**src/rtl/seq_det_pkg.sv**
```systemverilog
// Shared definitions for the serializer and the serial sequence detectors.
package seq_det_pkg;
  typedef enum logic [1:0] {
    SER_IDLE  = 2'b00,
    SER_SHIFT = 2'b01,
    SER_GAP   = 2'b10
  } ser_state_e;

  localparam int          SER_DEF_WIDTH = 8;
  localparam logic [4:0]  SEQ_PAT_10010 = 5'b10010;
endpackage

```
**src/rtl/seq_shift_reg.sv**
```systemverilog
// Load/shift register; head bit is the next bit to leave in the chosen direction.
module seq_shift_reg #(
  parameter int WIDTH     = 8,
  parameter bit MSB_FIRST = 1'b1
) (
  input  logic             clk,
  input  logic             rst,
  input  logic             i_load,
  input  logic             i_shift,
  input  logic [WIDTH-1:0] i_d,
  output logic             o_head
);
  logic [WIDTH-1:0] r_sh;

  // Load wins over shift so a reload on the last bit starts the next word cleanly.
  always_ff @(posedge clk or posedge rst) begin
    if (rst)          r_sh <= '0;
    else if (i_load)  r_sh <= i_d;
    else if (i_shift) r_sh <= MSB_FIRST ? {r_sh[WIDTH-2:0], 1'b0} : {1'b0, r_sh[WIDTH-1:1]};
  end

  assign o_head = MSB_FIRST ? r_sh[WIDTH-1] : r_sh[0];
endmodule

```
**src/rtl/seq_bit_serializer.sv**
```systemverilog
// Parallel-to-serial front end with a one-word holding buffer and optional inter-word gap.
module seq_bit_serializer
  import seq_det_pkg::*;
#(
  parameter int WIDTH     = SER_DEF_WIDTH,
  parameter bit MSB_FIRST = 1'b1,
  parameter bit IDLE_BIT  = 1'b0,
  parameter int GAP       = 0
) (
  input  logic             clk,
  input  logic             rst,
  input  logic [WIDTH-1:0] s_data,
  input  logic             s_valid,
  output logic             s_ready,
  input  logic             bit_en,
  output logic             ser_out,
  output logic             ser_valid,
  output logic             word_done,
  output logic             busy
);
  localparam int CW = $clog2(WIDTH + 1);

  ser_state_e       r_state, w_state_nxt;
  logic [WIDTH-1:0] r_hold_data;
  logic             r_hold_full;
  logic [CW-1:0]    r_cnt, w_cnt_nxt;
  logic [3:0]       r_gcnt, w_gcnt_nxt;
  logic             r_word_done;
  logic             w_load, w_shift, w_done, w_accept, w_head;

  assign w_accept = s_valid && !r_hold_full;

  always_comb begin
    w_state_nxt = r_state;
    w_cnt_nxt   = r_cnt;
    w_gcnt_nxt  = r_gcnt;
    w_load      = 1'b0;
    w_shift     = 1'b0;
    w_done      = 1'b0;
    case (r_state)
      SER_IDLE: begin
        if (r_hold_full) begin
          w_load      = 1'b1;
          w_cnt_nxt   = CW'(WIDTH);
          w_state_nxt = SER_SHIFT;
        end
      end
      SER_SHIFT: begin
        if (bit_en) begin
          w_shift   = 1'b1;
          w_cnt_nxt = r_cnt - CW'(1);
          if (r_cnt == CW'(1)) begin
            w_done = 1'b1;
            if (GAP > 0) begin
              w_gcnt_nxt  = 4'(GAP);
              w_state_nxt = SER_GAP;
            end else if (r_hold_full) begin
              w_load    = 1'b1;
              w_cnt_nxt = CW'(WIDTH);
            end else begin
              w_state_nxt = SER_IDLE;
            end
          end
        end
      end
      SER_GAP: begin
        if (bit_en) begin
          w_gcnt_nxt = r_gcnt - 4'd1;
          if (r_gcnt == 4'd1) begin
            if (r_hold_full) begin
              w_load      = 1'b1;
              w_cnt_nxt   = CW'(WIDTH);
              w_state_nxt = SER_SHIFT;
            end else begin
              w_state_nxt = SER_IDLE;
            end
          end
        end
      end
      default: w_state_nxt = SER_IDLE;
    endcase
  end

  always_ff @(posedge clk or posedge rst) begin
    if (rst) begin
      r_state     <= SER_IDLE;
      r_cnt       <= '0;
      r_gcnt      <= '0;
      r_word_done <= 1'b0;
    end else begin
      r_state     <= w_state_nxt;
      r_cnt       <= w_cnt_nxt;
      r_gcnt      <= w_gcnt_nxt;
      r_word_done <= w_done;
    end
  end

  // The buffer only accepts when empty, so accept and drain never collide on the same word.
  always_ff @(posedge clk or posedge rst) begin
    if (rst) begin
      r_hold_full <= 1'b0;
      r_hold_data <= '0;
    end else if (w_accept) begin
      r_hold_full <= 1'b1;
      r_hold_data <= s_data;
    end else if (w_load) begin
      r_hold_full <= 1'b0;
    end
  end

  seq_shift_reg #(.WIDTH(WIDTH), .MSB_FIRST(MSB_FIRST)) u_sh (
    .clk     (clk),
    .rst     (rst),
    .i_load  (w_load),
    .i_shift (w_shift),
    .i_d     (r_hold_data),
    .o_head  (w_head)
  );

  assign s_ready   = !r_hold_full;
  assign ser_valid = (r_state == SER_SHIFT);
  assign ser_out   = ser_valid ? w_head : IDLE_BIT;
  assign word_done = r_word_done;
  assign busy      = (r_state != SER_IDLE) || r_hold_full;
endmodule

```
**config.mk**
```make
export PLATFORM = sky130hd
export DESIGN_NAME = seq_bit_serializer
export DESIGN_NICKNAME = d
export VERILOG_FILES = /design/src/rtl/seq_det_pkg.sv /design/src/rtl/seq_shift_reg.sv /design/src/rtl/seq_bit_serializer.sv
export SDC_FILE = /design/constraint.sdc
export NUM_CORES = 1
export LEC_CHECK = 0
export BUFFER_PORTS_ARGS = -buffer_cell sky130_fd_sc_hd__buf_2
export CAP_MARGIN = 30
export CORE_MARGIN = 2
export CORE_UTILIZATION = 53
export DETAILED_ROUTE_END_ITERATION = 10
export GPL_ROUTABILITY_DRIVEN = 0
export PLACE_DENSITY = 0.87
export SETUP_SLACK_MARGIN = 0.4
export SYNTH_ARGS = -nofsm -noshare
export SYNTH_HDL_FRONTEND = slang
export SYNTH_SLANG_ARGS = --single-unit
```
**constraint.sdc**
```tcl
create_clock -name clk -period 2.25 [get_ports clk]
set_clock_uncertainty 0.2 [all_clocks]
set_input_delay 0.3375 -clock clk [delete_from_list [all_inputs] [get_ports clk]]
set_output_delay 0.3375 -clock clk [all_outputs]
set_load 0.02 [all_outputs]
```
==> results of run 1 <==
## flip-flops by register name, summed over array words and instances (netlist names)
register	count
word_done	1
r_hold_data	8
r_cnt	4
u_sh.r_sh	8
r_hold_full	1
r_state	1
## synthesized netlist by cell type, drive strengths merged (2+ instances only)
cell,number
a21oi,4
a221o,8
a31o,2
and2,8
buf,2
dfrtp,23
ha,2
inv,5
mux2,8
nand2,6
## area by class of cell
class	count	share of cell area
Sequential cell	23	0.4878
Multi-Input combinational cell	51	0.3587
Timing Repair Buffer	19	0.08889
Tap cell	25	0.02646
Clock buffer	4	0.02222
Inverter	5	0.01587
## routing by layer
layer	up-vias	part of all wire	global-route usage
li1	339	-	-
met5	-	0	0
met3	4	0.039	0.06667
met1	334	0.45	0.2053
met2	16	0.50	0.3200
met4	0	0.012	0.09189
## logic make-up (layout without fill, tap and decap cells)
| family | count (synthesis) | in the layout | synth area share |
|---|---|---|---|
| AO/OA/AOI/OAI | 19 | 19 | 0.1529 |
| buffers and inverters | 7 | 28 | 0.03034 |
| AND/OR/NAND/NOR | 21 | 21 | 0.1335 |
| adder cells (fa/ha/maj) | 2 | 2 | 0.02427 |
| multiplexers | 9 | 9 | 0.1007 |
| flip-flops | 23 | 23 | 0.5583 |
## metrics by stage
step | hold WS [ns] | total power, uW | setup slack [ns] | cell area (um2) | instances
after CTS | 0.02818 | 1298 | 0.4428 | 1181 | 127
after detailed placement | 0.1875 | 1110 | 0.5453 | 1145 | 122
after global placement | 0.1793 | 1081 | 0.5730 | 1145 | 122
final | 0.03370 | 1285 | 0.5043 | 1182 | 127
after floorplan | 0.1394 | 990.3 | 0.5982 | 1031 | 81
after global routing | 0.03086 | 1379 | 0.4296 | 1182 | 127
## worst max-delay path, stage by stage, from the launching register on
cell     delay, ns
dfrtp_2       0.50
or2_1         0.24
buf_2         0.15
## how the worst max path moves through the flow
stage	from	to	slack (ns)	depth (start not counted)
4_1_cts	r_state[0]	busy	0.44	2
5_1_grt	r_cnt[1]	u_sh.r_sh[5]	0.43	5
3_5_place_dp	r_cnt[0]	r_cnt[3]	0.55	4
2_1_floorplan	r_cnt[0]	r_cnt[3]	0.60	4
6_report	r_state[0]	busy	0.50	2
3_3_place_gp	r_cnt[0]	r_cnt[3]	0.57	4
## repair_timing
action | CTS | global route
setup endpoints to repair | 0 | 1
gates resized for setup | 0 | 1
hold buffers | 1 | 0
endpoints found under the hold margin | 23 | 0
## power groups by stage
stage | logic, uW | registers (uW) | clock network [uW]
after CTS | 409 | 695 | 194
after global routing | 451 | 720 | 208
final | 402 | 697 | 186
after floorplan | 323 | 667 | 0
after global placement | 386 | 695 | 0
after detailed placement | 407 | 702 | 0
==> summary.txt, run 1 <==
Timing
  – Fmax: 572.9 MHz
  – Setup TNS: 0 ns
  – Max-slew headroom: 0.6715
  – Setup repair after global routing missed its margin: false
  – Tmin final: 1.746 ns
  – Final period utilization: 0.7758
  – Setup violators final: 0
  – Worst slew pin tran: 0.4832 ns
  – Final hold viol count: 0
  – Max Slew Vio Count: 0

Min path
  – Worst hold start: s_data[0]
  – Worst Hold End: r_hold_data[0]
  – HP Class: in -> reg
  – Hold path cells: 2

Synth
  – Syn_area_per_cell: 12.73 um2
  – Warnings from Yosys: 0
  – Post-synth EDFFs: 0
  – Syn Inst Count: 81
  – Post-synth cell types: 25
  – Synthesized flop and latch total: 23
  – Synth area leader: dfrtp_1
  – Ys async rst share: 1.000
  – Top post-synthesis cells by area: dfrtp_1 (56%), mux2_1 (8.7%), a221o_1 (7.8%)
  – Mapped Nets: 95
  – Seq/Total Area, Yosys: 0.5583
  – Area of the mapped netlist: 0.001031 mm2
  – Share of the synthesized area in the top cell type: 0.5583
  – Top FF cell, synth: dfrtp_1

Final layout
  – Number of diodes: 0
  – Multi-input combinational cell area: 424.2 um2
  – Final core occ: 0.6632
  – Fin nets: 117
  – P&R area growth vs syn: 14.68%
  – Most frequent cells in the layout: dfrtp_1 (22), buf_2 (16), and2_1 (8), a221o_1 (8), mux2_1 (8)
  – Fill count: 142
  – FF+latch area: 576.8 um2
  – Share of cells above drive strength 1: 0.2647
  – Most common cell after layout, fill and taps aside: dfrtp_1

Critical path
  – CP startpoint kind: flip-flop
  – CP Max Fanout: 11
  – FF-to-FF path depth: 4
  – Reg-to-reg startpoint: r_cnt[0]
  – Crit path DAT: 1.21 ns
  – Reg2Reg Setup Slack: 0.52 ns
  – WP data required: 1.71 ns
  – Critical path type: reg -> out
  – Worst r2r dst: r_cnt[3]
  – CP endpoint kind: output port

Clock network
  – Worst-Skew Late Latency: 0.31 ns
  – CTS tree: done
  – Sink Count: 23
  – Reg clk slew, reported paths: 0.12 ns
  – Clock buffer count from CTS: 3
  – # H-tree levels: 1
  – Root Buffer: clkbuf_4
  – Post-CTS setup buffer count: 0
  – Maximum clock path buffer count: 2

Global routing
  – Initial antenna violation count: 0
  – Vias in the first global route: 683
  – First-pass GRT wire length: 2815 um
  – Aggregate global-route resource usage: 0.1869
  – GRT Residual Overflow: 0
  – Pin count of the biggest net entering global routing: 24

Die
  – Die H: 48.11 um
  – Core area: 0.001783 mm2
  – Die width: 48.11 um
  – Row count: 15
  – Effective utilization at floorplan: 0.5782
  – I/O pins: 17
  – Die area: 0.002314 mm2

Route
  – DRC Markers: 0
  – Vias: 693
  – 1st-iter DRT viols: 20
  – Detail Route Antenna Nets: 0
  – Routed length per placed instance: 13.81 um
  – Final wirelength: 1754 um
  – 1st-pass router iterations: 2
  – DR vias/cell: 5.457

Place
  – # port buffers: 16
  – Post-DP HPWL: 1294 um

Power and ir drop
  – Comb pwr share: 0.313
  – Worst vdd ir: 0.0006698 V
  – Clk pwr share: 0.145
  – Pwr/cell area: 1087 mW/mm2
  – Pint: 865.4 uW
  – Switch share: 0.3266
  – Psw: 419.7 uW
  – Seq pwr share: 0.542
  – Leak Pwr: 0.0005607 uW

Job
  – MaxCap Viol Count: 0

Run status
  – Status: finished clean
No activity file was read; power rests on OpenSTA's default activity.
==> inputs of run 2 (changes only) <==
ABC_AREA = 1   (was not set)
CORE_UTILIZATION = 49   (was 53)
PLACE_DENSITY = 0.84   (was 0.87)
clock period = 1.5 ns   (was 2.25 ns; I/O delays follow)
==> run 2 against run 1 <==
The flow now finishes with violations (hold timing, setup timing). Via count increased by 65%. Combinational power increased to 3.9 times the previous value. Area after synthesis increased by 7.8%. Non-clock buffer count increased by 32. Global-route usage increased by 9.6 points. Flip-flop and latch count unchanged. Total power increased by 130%. Final cell count increased by 65%. Utilization increased by 18 points. Cell area increased by 54%. First-iteration DRC count increased by 110%. Sequential power increased by 52%. Largest cell class is now multi-input gates.
==> summary.txt, run 2 <==
Route
  – Final wirelength: 3634 um
  – DRC Markers: 0
  – DR vias/cell: 5.483
  – 1st-iter DRT viols: 41
  – Detail Route Antenna Nets: 0
  – Routed length per placed instance: 17.39 um
  – 1st-pass router iterations: 4
  – Vias: 1146

Critical path
  – Most Frequent Cell on Critical Path: nand2_1
  – CP peak stage delay: 0.45 ns
  – Reg2Reg Setup Slack: -0.11 ns
  – Critical path type: reg -> reg
  – CP endpoint kind: flip-flop
  – Crit path DAT: 1.64 ns
  – CP startpoint kind: flip-flop
  – WP data required: 1.53 ns
  – Slowest-stage cell, CP: dfrtp_1
  – Critical path, cell by cell: inv_2 > ha_4 > nand3_4 > a21oi_4 > nand2_1 > nand2_1 > nand2_1
  – CP Max Fanout: 4

Clock network
  – # H-tree levels: 1
  – Maximum clock path buffer count: 2
  – Worst-Skew Late Latency: 0.32 ns
  – Post-CTS Hold Fix Bufs: 8
  – Root Buffer: clkbuf_4
  – Sink Count: 23
  – Reg clk slew, reported paths: 0.13 ns
  – Clock buffer count from CTS: 3
  – CTS tree: done

Global routing
  – Grt peak-use layer: met2
  – Aggregate global-route resource usage: 0.2831
  – GRT met2 Usage: 0.4402
  – Vias in the first global route: 1147
  – Met3 usage: 0.03736
  – M1 GR Usage: 0.3553
  – GRT Residual Overflow: 0
  – First-pass GRT wire length: 5382 um
  – Pin count of the biggest net entering global routing: 24
  – Initial antenna violation count: 0

Power and ir drop
  – Leak Pwr: 0.0008582 uW
  – Total Power: 2919 uW
  – Pwr/cell area: 1601 mW/mm2
  – Worst vdd ir: 0.001279 V

Timing
  – Setup repair after global routing missed its margin: true
  – Tmin final: 1.606 ns
  – Fmax: 622.6 MHz
  – Final worst slack: -0.1061 ns
  – Worst slew pin tran: 0.3131 ns
  – Hold WS: -0.07903 ns
  – Max-slew headroom: 0.7905
  – Final period utilization: 1.071
  – Setup violators final: 11
  – Final hold viol count: 1
  – Max Slew Vio Count: 0

Synth
  – Share of the synthesized area in the top cell type: 0.5180
  – Warnings from Yosys: 0
  – Mapped Nets: 141
  – Syn Inst Count: 127
  – Synthesized flop and latch total: 23
  – Post-synth cell types: 24
  – Seq/Total Area, Yosys: 0.5180
  – Top FF cell, synth: dfrtp_1
  – Synth area leader: dfrtp_1
  – Most common cell in the netlist: nand2_1
  – Top post-synthesis cells by area: dfrtp_1 (52%), nand2_1 (13%), inv_1 (6.1%)
  – Post-synth EDFFs: 0
  – Synth top cells by count: nand2_1 (39), dfrtp_1 (23), inv_1 (18)
  – Ys async rst share: 1.000
  – Syn_area_per_cell: 8.749 um2
  – Area of the mapped netlist: 0.001111 mm2

Final layout
  – P&R area growth vs syn: 64.08%
  – Number of diodes: 0
  – Multi-input combinational cell area: 653.1 um2
  – Post-Layout Cell Count: 209
  – Fill count: 114
  – Most frequent cells in the layout: nand2_1 (33), dfrtp_1 (21), inv_1 (16)
  – Most common cell after layout, fill and taps aside: nand2_1
  – Fin nets: 196
  – FF+latch area: 578.1 um2
  – Share of cells above drive strength 1: 0.4862
  – Final core occ: 0.8403
  – Regs by FF count: r_hold_data x8, u_sh.r_sh x8, r_cnt x4

Job
  – MaxCap Viol Count: 0

Place
  – Post-DP HPWL: 1595 um
  – Post-Place Cells: 173
  – # port buffers: 16

Die
  – Die H: 51.62 um
  – Row count: 17
  – I/O pins: 17
  – Effective utilization at floorplan: 0.5121
  – Die width: 51.62 um
  – Die area: 0.002665 mm2
  – Core area: 0.002170 mm2

Run status
  – Failing checks: hold timing, setup timing
  – Status: finished with violations

Min path
  – HP Class: in -> reg
[run 2: changes by cell type after synthesis, sizes merged, moves of 5 or more]
cell | before | now
a31oi | 0 | 7
and2 | 8 | 0
o21ai | 1 | 6
nand2 | 6 | 40
inv | 5 | 20
mux2 | 8 | 1
nor2 | 1 | 11
a221o | 8 | 0
[run 2: logic make-up (layout without fill, tap and decap cells)]
family	after synthesis	after routing	share of synthesized area
xor gates and xnor gates	1	1	0.007884
adders and majority gates	2	2	0.02252
buffers and inverters	23	75	0.09684
AOI/OAI and AO/OA	21	22	0.1261
and+or+nand+nor	56	57	0.2185
muxes	1	1	0.01013
DFF	23	23	0.5180
[run 2: repair_timing]
item / CTS / global route
gates resized for setup: 48 / 11
pin swaps: 17 / 12
setup buffers: 16 / 5
gates cloned: 3 / 0
endpoints found under the setup margin: 28 / 28
hold endpoints to repair: 31 / 1
[run 2: metal layers]
metal	part of all wire	vias to the layer above	routed length [um]
met2	0.49	61	1771
li1	-	509	-
met1	0.41	559	1488
met3	0.062	17	225
met4	0.041	0	149
met5	0	-	0
[run 2: critical path: cells and delay by family, from the launching register on]
kind            cells  cell delay (ns)
fa+ha+maj           1             0.15
buf+inv             1             0.11
simple gates        4             0.36
compound gates      1             0.24
flops               1             0.45
[run 2: where the power goes]
part / switching (uW) / internal (uW)
Sequential: 184 / 875
Clock: 201 / 100
Combinational: 812 / 747
Total: 1200 / 1720
[run 2: metrics by stage]
| step | cell area, um2 | TNS, ns | setup WS, ns | hold WS [ns] |
|---|---|---|---|---|
| final | 1823 | -0.7328 | -0.1061 | -0.07903 |
| after global routing | 1823 | -1.229 | -0.1637 | -0.07089 |
| after CTS | 1745 | -0.002521 | -0.002521 | -0.06904 |
| after detailed placement | 1282 | -0.2888 | -0.07039 | 0.07690 |
| after global placement | 1282 | -0.05659 | -0.02833 | 0.07409 |
| after floorplan | 1166 | 0 | 0.08550 | 0.02685 |
[run 2: worst paths after layout]
kind | from | endpoint | depth (start not counted)
setup / recovery | r_cnt[1] | u_sh.r_sh[7] | 7
hold / removal | s_data[0] | r_hold_data[0] | 2
setup reg to reg | r_cnt[1] | u_sh.r_sh[7] | 7
hold reg to reg | r_hold_data[0] | u_sh.r_sh[0] | 2
max in group asynchronous | rst | r_cnt[0] | 4
min in group asynchronous | rst | r_cnt[1] | 4
[run 2: layout make-up]
class,count,share of cell area
inverters,20,0.04393
clock buffers,3,0.01235
repair buffers,51,0.2464
clock inverters,1,0.002745
multi-input cells,83,0.3583
flip-flops and latches,23,0.3171
well taps,28,0.01922
==> inputs of run 3 (changes only) <==
PLACE_DENSITY = 0.8   (was 0.84)
RECOVER_POWER = 25   (was not set)
==> run 3 against run 2 <==
The flow finishes with violations (setup timing). Non-clock buffer count is 1 lower. Clock power hardly changed. Routed wire length is 5.4% higher. First-iteration DRC count is 29% higher. Critical path depth stayed put. Setup slack better by 0.025 ns. Largest cell class unchanged.
==> summary.txt, run 3 (synthesis results as in run 2) <==
Route
  – Final wirelength: 3829 um
  – 1st-iter DRT viols: 53
  – Detail Route Antenna Nets: 0
  – Vias: 1116
  – DRC Markers: 0
  – Routed length per placed instance: 18.50 um
  – DR vias/cell: 5.391
  – 1st-pass router iterations: 4

Clock network
  – Sink Count: 23
  – # H-tree levels: 1
  – CTS tree: done
  – Worst-Skew Late Latency: 0.33 ns
  – Root Buffer: clkbuf_4
  – Maximum clock path buffer count: 2
  – Clock buffer count from CTS: 3
  – Reg clk slew, reported paths: 0.13 ns

Die
  – I/O pins: 17
  – Effective utilization at floorplan: 0.5121
  – Die H: 51.62 um
  – Die width: 51.62 um
  – Core area: 0.002170 mm2
  – Row count: 17
  – Die area: 0.002665 mm2

Final layout
  – Post-route cell area: 0.001858 mm2
  – P&R area growth vs syn: 67.23%
  – Share of cells above drive strength 1: 0.5363
  – Regs by FF count: r_hold_data x8, u_sh.r_sh x8, r_cnt x4
  – Number of diodes: 0
  – Most frequent cells in the layout: nand2_1 (27), dfrtp_1 (22), inv_1 (15)
  – Most common cell after layout, fill and taps aside: nand2_1
  – Fin nets: 194

Global routing
  – Aggregate global-route resource usage: 0.2884
  – First-pass GRT wire length: 5354 um
  – GRT Residual Overflow: 0
  – Initial antenna violation count: 0
  – Pin count of the biggest net entering global routing: 24
  – Vias in the first global route: 1141

Place
  – Placed Area: 0.001310 mm2
  – Worst slack, placed: -0.04300 ns
  – Post-DP HPWL: 1567 um
  – # port buffers: 16

Timing
  – Setup repair after global routing missed its margin: true
  – Setup TNS: -0.4112 ns
  – Max-slew headroom: 0.6177
  – Tmin final: 1.581 ns
  – Worst slew pin tran: 0.5735 ns
  – Final period utilization: 1.054
  – Setup violators final: 9
  – Max Slew Vio Count: 0
  – Final hold viol count: 0
  – Fmax: 632.6 MHz
  – Final worst slack: -0.08088 ns

Critical path
  – Stages on worst setup path: 7
  – CP top delay family: flip-flops
  – Most Frequent Cell on Critical Path: nand2_2
  – CP Max Fanout: 5
  – CP startpoint kind: flip-flop
  – CP peak stage delay: 0.42 ns
  – Slowest-stage cell, CP: dfrtp_1
  – Crit path from: r_cnt[1]
  – Reg-to-reg startpoint: r_cnt[1]
  – Critical path buffer and inverter count: 1
  – Critical path type: reg -> reg
  – Reg2Reg Setup Slack: -0.08 ns
  – CP endpoint kind: flip-flop
  – Crit path DAT: 1.62 ns
  – Critical path, cell by cell: inv_2 > ha_4 > nand3_4 > a21oi_4 > nand2_2 > nand2_2 > nand2_2
  – FF-to-FF path depth: 7
  – WP data required: 1.54 ns

Min path
  – Hold path cells: 3
  – HP Class: in -> reg
  – Worst hold start: s_valid

Job
  – MaxCap Viol Count: 0

Power and ir drop
  – Worst vdd ir: 0.001263 V
  – Leak Pwr: 0.0008630 uW
  – Pwr/cell area: 1593 mW/mm2

Run status
  – Failing checks: setup timing
  – Status: finished with violations
## run 3: metal layers
layer / up-vias / share of wire / GRT usage
met5: - / 0 / 0
met4: 0 / 0.051 / 0.2061
met3: 17 / 0.051 / 0.06897
met2: 43 / 0.50 / 0.4359
met1: 554 / 0.40 / 0.3604
li1: 502 / - / -
## run 3: power breakdown
| part | total (uW) | internal (uW) | switching, uW |
|---|---|---|---|
| clock network | 303 | 100 | 203 |
| registers | 1050 | 874 | 176 |
| logic | 1610 | 750 | 857 |
| total | 2960 | 1720 | 1240 |
## run 3: worst paths after layout
check	endpoint
worst max-delay path	u_sh.r_sh[3]
worst min-delay path	r_hold_full
worst max register to register	u_sh.r_sh[3]
worst min register to register	u_sh.r_sh[4]
max in group asynchronous	r_state[0]
min in group asynchronous	u_sh.r_sh[7]
## run 3: worst register-to-register path: stages, from the launching register on
cell and delay (ns):
dfrtp_1 0.42, inv_2 0.08, ha_4 0.14, nand3_4 0.12
a21oi_4 0.27, nand2_2 0.11, nand2_2 0.10, nand2_2 0.05
## run 3: timing repair
item,4_1_cts,5_1_grt
gates cloned,3,0
pin swaps,22,19
hold buffers,8,1
setup buffers,10,6
endpoints found under the hold margin,31,1
endpoints found under the setup margin,28,28
resized for setup,47,20
## run 3: metrics by stage
stage               utilization  hold WS (ns)  total power, uW  std cells
floorplan                     -       0.02685             1664        127
global placement         0.6038       0.07492             1854        175
detailed placement       0.6038       0.07956             1893        175
CTS                      0.7964      -0.07780             2588        200
global route             0.8564       0.03107             3109        207
finish                   0.8564       0.04217             2961        207
## run 3: layout make-up
cell class                 instances  area [um2]
inverter                          20       80.08
clock inverter                     1       5.005
timing repair buffer              50       444.2
clock buffer                       3       22.52
tap                               28       35.03
multi-input combinational         82       694.4
sequential                        23       576.8
fill                             112       311.5
